`src/rtl/riscv_lsu.sv`:
```
// riscv_lsu: load/store unit between the core data port and the data memory bus
//   clk_i, rst_ni (sync, active-low)
//   core_req_i/core_we_i/core_size_i/core_addr_i/core_wd_i : access from core
//   core_rd_o (extended load data), core_stall_o, misalign_o
//   mem_req_o/mem_we_o/mem_be_o/mem_addr_o/mem_wd_o : memory request
//   mem_rd_i/mem_ready_i : memory response
//   Optional macro RISCV_LSU_MISALIGN_CHECK_EN: trap misaligned H/W accesses
module riscv_lsu (
  input  logic        clk_i,
  input  logic        rst_ni,
  input  logic        core_req_i,
  input  logic        core_we_i,
  input  logic [2:0]  core_size_i,
  input  logic [31:0] core_addr_i,
  input  logic [31:0] core_wd_i,
  output logic [31:0] core_rd_o,
  output logic        core_stall_o,
  output logic        misalign_o,
  output logic        mem_req_o,
  output logic        mem_we_o,
  output logic [3:0]  mem_be_o,
  output logic [31:0] mem_addr_o,
  output logic [31:0] mem_wd_o,
  input  logic [31:0] mem_rd_i,
  input  logic        mem_ready_i
);
  typedef enum logic [1:0] {IDLE, BUSY, DONE} state_t;
  state_t      state_q;
  logic [1:0]  off_q;
  logic [2:0]  size_q;
  logic        we_q;
  logic [31:0] wd_q;
  logic [29:0] waddr_q;
  logic [31:0] rd_q;
  logic        idle, busy, is_b, is_h, uns, mis, active, we;
  logic [1:0]  off;
  logic [2:0]  size;
  logic [31:0] wd, lane, ext;
  logic [29:0] waddr;
  logic [3:0]  be;
  // In IDLE the access is taken straight from the core; afterwards from the captured copy
  assign idle  = state_q == IDLE;
  assign busy  = state_q == BUSY;
  assign off   = idle ? core_addr_i[1:0]  : off_q;
  assign size  = idle ? core_size_i       : size_q;
  assign we    = idle ? core_we_i         : we_q;
  assign wd    = idle ? core_wd_i         : wd_q;
  assign waddr = idle ? core_addr_i[31:2] : waddr_q;
  // size[1:0]: 00 = B/BU, 01 = H/HU, 1x = W (sizes 3, 6, 7 fold into W)
  assign is_b = size[1:0] == 2'b00;
  assign is_h = size[1:0] == 2'b01;
  assign uns  = size[2] & ~size[1];
`ifdef RISCV_LSU_MISALIGN_CHECK_EN
  logic mis_q;
  assign mis = (is_h & off[0]) | (~is_b & ~is_h & |off);
  assign misalign_o = mis_q;
  always_ff @(posedge clk_i)
    if (!rst_ni) mis_q <= 1'b0;
    else mis_q <= idle & core_req_i & mis;
`else
  assign mis = 1'b0;
  assign misalign_o = 1'b0;
`endif
  assign be   = is_b ? 4'b0001 << off : is_h ? 4'b0011 << {off[1], 1'b0} : 4'b1111;
  assign lane = is_b ? mem_rd_i >> {off, 3'b000} : mem_rd_i >> {off[1], 4'b0000};
  assign ext  = is_b ? {{24{~uns & lane[7]}}, lane[7:0]} :
                is_h ? {{16{~uns & lane[15]}}, lane[15:0]} : mem_rd_i;
  // The memory side is quiet unless a real (aligned) request is in flight
  assign active       = rst_ni & (idle ? core_req_i & ~mis : busy);
  assign core_stall_o = rst_ni & (idle ? core_req_i : busy);
  assign mem_req_o    = active;
  assign mem_we_o     = active & we;
  assign mem_be_o     = active ? be : 4'b0000;
  assign mem_addr_o   = active ? {waddr, 2'b00} : 32'h0;
  assign mem_wd_o     = active ? (is_b ? {4{wd[7:0]}} : is_h ? {2{wd[15:0]}} : wd) : 32'h0;
  assign core_rd_o    = rd_q;
  always_ff @(posedge clk_i)
    if (!rst_ni) begin
      state_q <= IDLE;
      off_q   <= '0;
      size_q  <= '0;
      we_q    <= 1'b0;
      wd_q    <= '0;
      waddr_q <= '0;
      rd_q    <= '0;
    end else begin
      if (active & mem_ready_i & ~we) rd_q <= ext;
      if (idle & core_req_i) begin
        off_q   <= core_addr_i[1:0];
        size_q  <= core_size_i;
        we_q    <= core_we_i;
        wd_q    <= core_wd_i;
        waddr_q <= core_addr_i[31:2];
      end
      state_q <= idle ? (core_req_i ? ((mem_ready_i | mis) ? DONE : BUSY) : IDLE) :
                 busy ? (mem_ready_i ? DONE : BUSY) : IDLE;
    end
endmodule

```
`config.mk`:
```
export PLATFORM = sky130hd
export DESIGN_NAME = riscv_lsu
export DESIGN_NICKNAME = d
export VERILOG_FILES = /design/src/rtl/riscv_lsu.sv
export SDC_FILE = /design/constraint.sdc
export NUM_CORES = 1
export LEC_CHECK = 0
export BUFFER_PORTS_ARGS = -buffer_cell sky130_fd_sc_hd__buf_2
export CORE_MARGIN = 2
export CORE_UTILIZATION = 45
export CTS_CLUSTER_SIZE = 28
export DETAILED_ROUTE_END_ITERATION = 16
export PLACE_DENSITY = 0.77
export SYNTH_ARGS = -nofsm -noshare
export SYNTH_HDL_FRONTEND = slang
export SYNTH_SLANG_ARGS = --single-unit
```
`constraint.sdc`:
```
create_clock -name clk_i -period 2.1 [get_ports clk_i]
set_clock_uncertainty 0.15 [all_clocks]
set_input_delay 0.21 -clock clk_i [delete_from_list [all_inputs] [get_ports clk_i]]
set_output_delay 0.21 -clock clk_i [all_outputs]
set_load 0.02 [all_outputs]
```
==> flow_summary_export.csv, run 1 <==
group,metric,value,unit
routing,vias_per_cell,6.34,
min_path,hp-class,"in2reg",
worst_setup_path,slowest_delay,0.51,ns
worst_setup_path,crit_family,"buffers and inverters",
global_routing,antenna_found_initial,2,
synth,ys_types,45,
global_routing,grt_max_degree,102,
timing,fin_ws,-0.534,ns
clocking,cts_buffers,9,
timing,setup_tns,-18.39,ns
placed_design,dp_hpwl,12600,microns
worst_setup_path,critical_path_class,"reg2out",
finish,final_nets,1143,
global_routing,grt_first_pass_wirelength,34100,microns
timing,max_freq,0.380,GHz
worst_setup_path,critPathBufInv,4,
routing,wl_per_cell,22.9,microns
power,powerDensity,631,nW/um^2
timing,hold_viol,2,
synth,synthCells,720,
routing,first_pass_iters,6,
finish,stdcell_count,1193,
die,initial_core_util,45.6,%
routing,vias,7562,
synth,ys_ff_latch,102,
synth,synth_ff_type,"dfxtp_1",
finish,drive_gt1_share,46.7,%
worst_setup_path,cp.required,1.74,ns
clocking,cts_sinks,102,
synth,seq_area_frac_synth,37.8,%
die,dieWidth,114,microns
global_routing,first_global_vias,6543,
clocking,clock_latency,0.36,ns
placed_design,gp_congestion,0.882,
worst_setup_path,cp_max_fo,16,
outcome,violations,"hold timing, setup timing",
synth,avgSynthCellArea,7.51,sq um
clocking,cts_tree,"yes",
worst_setup_path,path_cells,"nor2_4 > buf_12 > buf_12 > buf_12 > mux2i_2 > a221oi_4 > buf_6",
routing,ant_nets,0,
power,irDropWorstVdd,0.000514,V
timing,slew_headroom,36.9,%
run,drv_cap,0,
timing,setup_viol,66,
routing,wirelength,27300,microns
finish,mostFrequentLayoutCell,"nand2_1",
worst_setup_path,path_common_cell,"buf_12",
die,design.core.area,11900,sq um
die,die_y,114,microns
timing,holdWs,-0.00409,ns
timing,drv_slew,0,
clocking,clockBufferDepth,2,
outcome,run_status,"complete, but fails checks",
finish,final_cell_mix,"nand2_1, buf_2, dfxtp_1",
timing,worst_slew_pin_slew,0.946,ns
synth,synth_edf_count,0,
timing,rsz0062_at_grt,"yes",
placed_design,io_buffer_count,204,
timing,min_period,2.63,ns
synth,yosysWarnings,0,
clocking,path_clk_slew,0.07,ns
die,dieArea,12900,sq um
worst_setup_path,cp-start-kind,"flip-flop",
worst_setup_path,slowest_stage,"mux2i_2",
synth,syn_area,5410,sq um
power,p_leak,4.20,nW
finish,finish.utilization,83.1,%
clocking,cts_htree_levels,3,
finish,area_growth_syn_to_layout,82.3,%
worst_setup_path,crit_arrival,2.27,ns
timing,finalCritPeriodShare,125,%
placed_design,dp.cells,1063,
clocking,cts-root-buf,"clkbuf_16",
die,rows,40,
die,io_pins,208,
routing,drc,0,
global_routing,grt.overflow.total,0,
global_routing,track_usage,33.1,%
synth,async_flop_share,0,%
routing,drtIter0Drc,1009,
worst_setup_path,end_kind,"output pin",
==> flip-flops by register name, summed over array words and instances, names as in the netlist <==
register and flops:
wd_q 32, state_q 2, off_q 2, size_q 3, we_q 1, core_rd_o 32
waddr_q 30
==> power breakdown <==
group	switching (mW)	total (mW)	internal, mW
clock network	0.858	1.82	0.958
logic	1.24	2.27	1.03
registers	0.0885	2.13	2.05
==> final cells by class <==
cell class | count | area (sq um)
Inverter | 5 | 23.8
Sequential cell | 102 | 2050
Fill cell | 603 | 2010
Timing Repair Buffer | 373 | 3150
Multi-Input combinational cell | 548 | 4130
Tap cell | 147 | 184
Antenna cell | 2 | 5.00
Clock inverter | 7 | 88.8
Clock buffer | 9 | 225
==> worst register-to-register path: cells and delay by family (launching register included) <==
family / cells / cell delay (ns)
and+or+nand+nor: 2 / 0.77
buffers and inverters: 2 / 0.39
DFF: 1 / 0.37
AOI/OAI and AO/OA: 4 / 0.67
==> metal layers <==
layer | vias to the layer above | share of wire [%] | track usage, %
li1 | 3172 | - | -
met2 | 650 | 47 | 56.9
met3 | 197 | 9.9 | 6.64
met1 | 3543 | 35 | 40.3
met5 | - | 0 | 0
met4 | 0 | 8.2 | 14.5
==> synth_stat cells (all sizes together), types with 9 or more instances <==
library cell  count  area share, %
o21ai            39            3.8
nand2           192             13
a221oi            9            1.5
clkbuf           46            3.2
a21oi            63            5.8
buf              22            2.4
a21boi           71            9.9
o22ai            30            3.5
dfxtp           102             38
nor2             41            3.1
a31oi            10            1.4
mux2i            24            4.4
==> per-stage QoR <==
stage / power (mW) / setup WS, ns / area [sq um] / hold slack, ns
after floorplan: 3.02 / -0.0362 / 5640 / 0.132
after global placement: 3.56 / -0.0863 / 7110 / 0.258
after detailed placement: 3.58 / -0.166 / 7110 / 0.263
after CTS: 5.71 / -0.302 / 8810 / 0.00161
after global routing: 6.38 / -0.640 / 9850 / 0.00456
final: 6.22 / -0.534 / 9860 / -0.00409
==> timing repair <==
action / CTS / global route
hold endpoints to repair: 61 / 0
cloned: 4 / 6
buffers inserted: 22 / 27
pin swaps: 17 / 50
setup endpoints to repair: 93 / 100
resized for setup: 138 / 171
hold buffers: 61 / 0
==> worst paths after layout <==
path	start	to	slack [ns]	cells after the start
setup / recovery	state_q[1]$_SDFF_PN0_	mem_wd_o[24]	-0.53	7
hold / removal	core_wd_i[14]	wd_q[14]$_SDFFE_PN0P_	-0.004	3
setup reg to reg	state_q[0]$_SDFF_PN0_	core_rd_o[28]$_SDFFE_PN0P_	-0.37	8
hold reg to reg	waddr_q[12]$_SDFFE_PN0P_	waddr_q[12]$_SDFFE_PN0P_	0.32	2
==> kinds of logic after synthesis <==
group	Yosys count	share of synthesized area, %
simple gates	267	20.5
compound gates	248	30.2
flops	102	37.8
buf+inv	73	5.97
mux	29	5.49
other cells	1	0.0694
Power figures use the tool's default switching activity.
==> inputs of run 2 (changes only) <==
==> config.mk (replaced) <==
export PLATFORM = sky130hd
export DESIGN_NAME = riscv_lsu
export DESIGN_NICKNAME = d
export VERILOG_FILES = /design/src/rtl/riscv_lsu.sv
export SDC_FILE = /design/constraint.sdc
export NUM_CORES = 1
export LEC_CHECK = 0
export CORE_MARGIN = 2
export CORE_UTILIZATION = 58
export CTS_CLUSTER_SIZE = 28
export DETAILED_ROUTE_END_ITERATION = 16
export DONT_BUFFER_PORTS = 1
export PLACE_DENSITY = 0.76
export SYNTH_ARGS = -nofsm -noshare
export SYNTH_HDL_FRONTEND = slang
export SYNTH_SLANG_ARGS = --single-unit
==> flow_summary_export.csv, run 2 <==
group,metric,value,unit
outcome,run_status,"aborted with a tool error",
outcome,flow.stopped_at,"5_1_grt",
outcome,tool.error,"[ERROR DPL-0038] Utilization greater than 100%, impossible to legalize",
synth,syn_area,5410,sq um
timing,endpoint_type,"output port",
synth,synth_common_cells,"nand2_1, dfxtp_1, a21boi_0, a21oi_1, clkbuf_1",
clocking,cts_buffers,9,
placed_design,pre_cts_slack,-0.105,ns
synth,synth_top_family_by_area,"compound AO/OA/AOI/OAI gates",
synth,netlist_top_cells_area,"dfxtp_1, nand2_1, a21boi_0, a21oi_1, mux2i_1",
synth,synth.most_common_cell,"nand2_1",
die,die_y,101,microns
clocking,clockBufferDepth,2,
synth,synth-simple-area-share,20.5,%
placed_design,gp_congestion,0.937,
synth,synth_edf_count,0,
die,rows,35,
synth,synthAdderAreaFrac,0,%
die,dieWidth,101,microns
placed_design,io_buffer_count,0,
synth,async_flop_share,0,%
clocking,cts-root-buf,"clkbuf_8",
synth,synth_ff_type,"dfxtp_1",
synth,ys_ff_latch,102,
global_routing,grt_max_degree,102,
placed_design,dp_hpwl,11700,microns
synth,synth_top_area_share,37.8,%
synth,synth.area.mux_share,5.49,%
synth,avgSynthCellArea,7.51,sq um
synth,seq_area_frac_synth,37.8,%
synth,synth_compound_area_share,30.2,%
clocking,cts_htree_levels,3,
synth,ys_types,45,
synth,synth_xor_area_share,0,%
placed_design,place_area,6210,sq um
synth,yosysWarnings,0,
clocking,cts_sinks,102,
die,io_pins,208,
timing,postGrtWorstEndpoint,"mem_wd_o[13]",
synth,synthCells,720,
die,initial_core_util,59.1,%
synth,synth_top_area_cell,"dfxtp_1",
-- run 2: cell counts after synthesis --
Identical to the previous run, type by type.
-- run 2: metrics by stage --
| step | utilization [%] | hold WS (ns) | TNS, ns | std cells |
|---|---|---|---|---|
| after floorplan | - | 0.132 | -0.0787 | 722 |
| after global placement | 67.9 | 0.150 | -0.0600 | 848 |
| after detailed placement | 67.9 | 0.153 | -1.98 | 848 |
| after CTS | 90.4 | 0.0150 | -10.43 | 995 |
-- run 2: cells by family after synthesis --
| family | after synthesis |
|---|---|
| AND/OR/NAND/NOR | 267 |
| multiplexers | 29 |
| flip-flops | 102 |
| buffers and inverters | 73 |
| AO/OA/AOI/OAI | 248 |
| other | 1 |
-- run 2: what timing repair did --
item,4_1_cts
gates resized for setup,132
pin swaps,29
cloned,4
endpoints found under the hold margin,102
setup buffers,29
hold buffers,99
endpoints found under the setup margin,95
==> inputs of run 3 (changes only) <==
--- a/config.mk
+++ b/config.mk
@@ -6,11 +6,10 @@
 export NUM_CORES = 1
 export LEC_CHECK = 0
 export CORE_MARGIN = 2
-export CORE_UTILIZATION = 58
-export CTS_CLUSTER_SIZE = 28
+export CORE_UTILIZATION = 40
 export DETAILED_ROUTE_END_ITERATION = 16
 export DONT_BUFFER_PORTS = 1
-export PLACE_DENSITY = 0.76
+export PLACE_DENSITY_LB_ADDON = 0.15
 export SYNTH_ARGS = -nofsm -noshare
 export SYNTH_HDL_FRONTEND = slang
 export SYNTH_SLANG_ARGS = --single-unit
==> constraint.sdc (replaced) <==
create_clock -name clk_i -period 2.7 [get_ports clk_i]
set_clock_uncertainty 0.15 [all_clocks]
set_input_delay 0.27 -clock clk_i [delete_from_list [all_inputs] [get_ports clk_i]]
set_output_delay 0.27 -clock clk_i [all_outputs]
set_load 0.02 [all_outputs]
==> flow_summary_export.csv, run 3 (synthesized netlist as in run 1, its figures left out) <==
group,metric,value,unit
power,p_leak,2.86,nW
finish,seq_area,2040,sq um
timing,setup_viol,0,
run,drv_cap,0,
clocking,clock_latency,0.35,ns
routing,drtIter0Drc,482,
clocking,cts-root-buf,"clkbuf_16",
clocking,cts_buffers,9,
finish,diodes,0,
min_path,hp-class,"in2reg",
finish,final_nets,924,
timing,finalCritPeriodShare,97.4,%
power,powerDensity,570,nW/um^2
clocking,cts_htree_levels,3,
worst_setup_path,cp-start-kind,"flip-flop",
finish,final_cell_mix,"nand2_1, dfxtp_1, dlygate4sd3_1",
power,irDropWorstVdd,0.000296,V
global_routing,track_usage,26.5,%
placed_design,gp_congestion,0.868,
die,dieArea,14500,sq um
global_routing,grt.overflow.total,0,
worst_setup_path,regToRegSetupSlack,0.13,ns
finish,area_growth_syn_to_layout,32.5,%
global_routing,grt_max_degree,98,
die,rows,42,
timing,slew_headroom,59.1,%
die,io_pins,208,
routing,wl_per_cell,19.6,microns
timing,drv_slew,0,
clocking,cts_tree,"yes",
finish,drive_gt1_share,12.0,%
die,dieWidth,120,microns
finish,n_fill_cell,1296,
worst_setup_path,critical_path_class,"reg2out",
finish,mostFrequentLayoutCell,"nand2_1",
global_routing,antenna_found_initial,0,
die,die_y,120,microns
worst_setup_path,cp_max_fo,27,
routing,wirelength,19600,microns
die,design.core.area,13200,sq um
timing,setup_tns,0,ns
placed_design,io_buffer_count,0,
routing,first_pass_iters,5,
finish,finish.utilization,54.1,%
routing,ant_nets,0,
placed_design,pre_cts_slack,0.197,ns
timing,max_freq,0.380,GHz
timing,rsz0062_at_grt,"yes",
timing,hold_viol,0,
timing,min_period,2.63,ns
clocking,cts_sinks,102,
routing,vias_per_cell,5.81,
outcome,run_status,"finished clean",
timing,worst_slew_pin_slew,0.596,ns
worst_setup_path,cp.required,2.28,ns
placed_design,dp_hpwl,12700,microns
finish,multi_input_area,3070,sq um
die,initial_core_util,40.8,%
global_routing,first_global_vias,5724,
routing,drc,0,
clocking,clockBufferDepth,2,
timing,fin_ws,0.0701,ns
routing,vias,5819,
worst_setup_path,end_kind,"output pin",
global_routing,grt_first_pass_wirelength,30200,microns
worst_setup_path,crit_arrival,2.21,ns
clocking,path_clk_slew,0.07,ns
-- run 3: metrics by stage --
step                      cells  power, mW  hold WS, ns  instance area, sq um
after CTS                  1001       4.10     0.000263                  7150
after global placement      888       2.49        0.194                  5830
final                      1001       4.08       0.0115                  7160
after detailed placement    888       2.50        0.201                  5830
after floorplan             722       2.28        0.192                  5410
after global routing       1001       4.25       0.0113                  7160
-- run 3: timing repair --
| action | CTS | global route |
|---|---|---|
| cloned | 0 | 0 |
| hold buffers | 94 | 0 |
| hold endpoints to repair | 102 | 0 |
| pin swaps | 2 | 0 |
| buffers inserted | 3 | 0 |
| gates resized for setup | 1 | 6 |
| endpoints found under the setup margin | 16 | 9 |
-- run 3: per-layer routing --
layer / vias to the layer above / part of all wire, % / wire [microns] / GRT usage [%]
li1: 2724 / - / - / -
met1: 2776 / 41 / 8090 / 32.3
met2: 283 / 47 / 9200 / 44.2
met3: 36 / 9.6 / 1890 / 7.78
met4: 0 / 2.1 / 408 / 9.81
met5: - / 0 / 0 / 0
-- run 3: critical path: stages (launching register included) --
cell and delay, ns:
dfxtp_1 0.37, nor2_4 0.22, mux2_2 0.58, and3_1 0.25, a211oi_1 0.25, buf_4 0.19
-- run 3: worst paths after layout --
kind	to	start	cells after the start
hold reg to reg	waddr_q[17]$_SDFFE_PN0P_	waddr_q[17]$_SDFFE_PN0P_	2
hold / removal	core_rd_o[5]$_SDFFE_PN0P_	mem_rd_i[21]	2
setup reg to reg	off_q[0]$_SDFFE_PN0P_	state_q[1]$_SDFF_PN0_	7
setup / recovery	mem_wd_o[22]	state_q[1]$_SDFF_PN0_	5
-- run 3: area by class of cell --
type	count	area share (%)
multi-input cells	547	42.9
flip-flops and latches	102	28.5
repair buffers	155	20.6
clock buffers	10	3.34
well taps	176	3.07
clock inverters	6	1.29
inverters	5	0.262
-- run 3: report_power, final --
part | switching [mW] | total, mW | internal (mW)
sequential | 0.0849 | 1.68 | 1.59
combinational | 0.564 | 0.955 | 0.390
clock | 0.603 | 1.45 | 0.845
total | 1.25 | 4.08 | 2.83
==> inputs of run 4 (changes only) <==
--- a/config.mk
+++ b/config.mk
@@ -9,7 +9,7 @@
 export CORE_UTILIZATION = 40
 export DETAILED_ROUTE_END_ITERATION = 16
 export DONT_BUFFER_PORTS = 1
-export PLACE_DENSITY_LB_ADDON = 0.15
+export PLACE_DENSITY_LB_ADDON = 0.2
 export SYNTH_ARGS = -nofsm -noshare
 export SYNTH_HDL_FRONTEND = slang
 export SYNTH_SLANG_ARGS = --single-unit
==> flow_summary_export.csv, run 4 (synthesized netlist as in run 1, its figures left out) <==
group,metric,value,unit
worst_setup_path,cp.required,2.28,ns
timing,fin_ws,0.140,ns
routing,drc,0,
worst_setup_path,critical_path_class,"reg2out",
power,irDropWorstVdd,0.000351,V
power,powerDensity,569,nW/um^2
clocking,path_clk_slew,0.07,ns
placed_design,gp_congestion,0.892,
timing,worst_slew_pin_slew,0.550,ns
global_routing,grt_max_degree,101,
clocking,cts_buffers,9,
clocking,cts_htree_levels,3,
placed_design,pre_cts_slack,0.198,ns
die,dieArea,14500,sq um
power,p_clk_share,34.9,%
power,combPwrFrac,23.4,%
global_routing,track_usage,26.4,%
min_path,hp-class,"in2reg",
routing,vias_per_cell,5.82,
worst_setup_path,cp-start-kind,"flip-flop",
finish,mostFrequentLayoutCell,"nand2_1",
finish,area_growth_syn_to_layout,31.1,%
routing,wl_per_cell,19.7,microns
die,die_y,120,microns
finish,drive_gt1_share,11.8,%
timing,min_period,2.56,ns
placed_design,io_buffer_count,0,
timing,holdWs,0.00272,ns
clocking,cts_tree,"yes",
finish,final_cell_mix,"nand2_1, dfxtp_1, dlygate4sd3_1",
worst_setup_path,regToRegSetupSlack,0.30,ns
global_routing,antenna_found_initial,0,
worst_setup_path,end_kind,"output pin",
power,p_leak,2.80,nW
placed_design,dp_hpwl,12700,microns
die,io_pins,208,
worst_setup_path,cp_max_fo,13,
global_routing,grt.overflow.total,0,
power,p_switching,1.22,mW
finish,final_nets,915,
timing,finalCritPeriodShare,94.8,%
die,initial_core_util,40.8,%
worst_setup_path,crit_arrival,2.14,ns
routing,drtIter0Drc,466,
timing,max_freq,0.391,GHz
power,seqPwrFrac,41.7,%
routing,first_pass_iters,5,
timing,drv_slew,0,
timing,setup_viol,0,
timing,slew_headroom,63.2,%
die,design.core.area,13200,sq um
power,switching_share,30.3,%
clocking,cts-root-buf,"clkbuf_16",
routing,vias,5771,
clocking,clockBufferDepth,2,
run,drv_cap,0,
global_routing,first_global_vias,5666,
outcome,run_status,"finished clean",
clocking,clock_latency,0.35,ns
finish,diodes,0,
routing,wirelength,19600,microns
global_routing,grt_first_pass_wirelength,30100,microns
clocking,cts_sinks,102,
power,p_int,2.81,mW
timing,hold_viol,0,
routing,ant_nets,0,
die,rows,42,
die,dieWidth,120,microns
power,total_power,4.03,mW
run 4: worst max-delay path: stages (launching register included):
cell and delay [ns]:
dfxtp_1 0.36, nor2_4 0.17, buf_4 0.21, buf_6 0.22, mux2i_1 0.36, nand2_1 0.11
nand2_1 0.11, a221oi_1 0.06, buf_4 0.18
run 4: final timing paths:
path,end,from,cells past startpoint
max,mem_wd_o[29],state_q[1]$_SDFF_PN0_,8
max reg2reg,core_rd_o[3]$_SDFFE_PN0P_,state_q[0]$_SDFF_PN0_,7
min,core_rd_o[29]$_SDFFE_PN0P_,mem_rd_i[29],2
min reg2reg,wd_q[14]$_SDFFE_PN0P_,wd_q[14]$_SDFFE_PN0P_,2
run 4: repair_timing:
item | 4_1_cts | 5_1_grt
endpoints found under the setup margin | 4 | 24
hold endpoints to repair | 102 | 0
pin swaps | 0 | 1
resized for setup | 0 | 14
buffers inserted | 0 | 2
hold buffers | 89 | 0
run 4: layout make-up:
cell class	count	area (sq um)
clock buffers	11	243
clock inverters	5	82.6
fillers	1284	6160
inverters	5	18.8
multi-input cells	547	3110
flip-flops and latches	102	2040
well taps	176	220
repair buffers	146	1370
run 4: per-layer routing:
layer / vias to the layer above / global-route usage, % / wire length, microns
met5: - / 0 / 0
met4: 0 / 9.88 / 431
met3: 29 / 7.55 / 1850
met2: 271 / 43.8 / 9160
met1: 2763 / 32.6 / 8110
li1: 2708 / - / -
run 4: power groups by stage:
stage | clock, mW | sequential, mW | combinational [mW]
3_3_place_gp | 0 | 1.71 | 0.755
6_report | 1.41 | 1.68 | 0.942
3_5_place_dp | 0 | 1.71 | 0.769
4_1_cts | 1.45 | 1.68 | 0.903
2_1_floorplan | 0 | 1.69 | 0.591
5_1_grt | 1.50 | 1.69 | 1.02
run 4: per-stage QoR:
stage	utilization (%)	area (sq um)	setup TNS, ns	instances
final	53.5	7090	0	992
after global routing	53.5	7090	-0.00971	992
after detailed placement	43.5	5760	0	885
after floorplan	-	5410	0	722
after CTS	52.8	6990	-0.0707	990
after global placement	43.5	5760	0	885
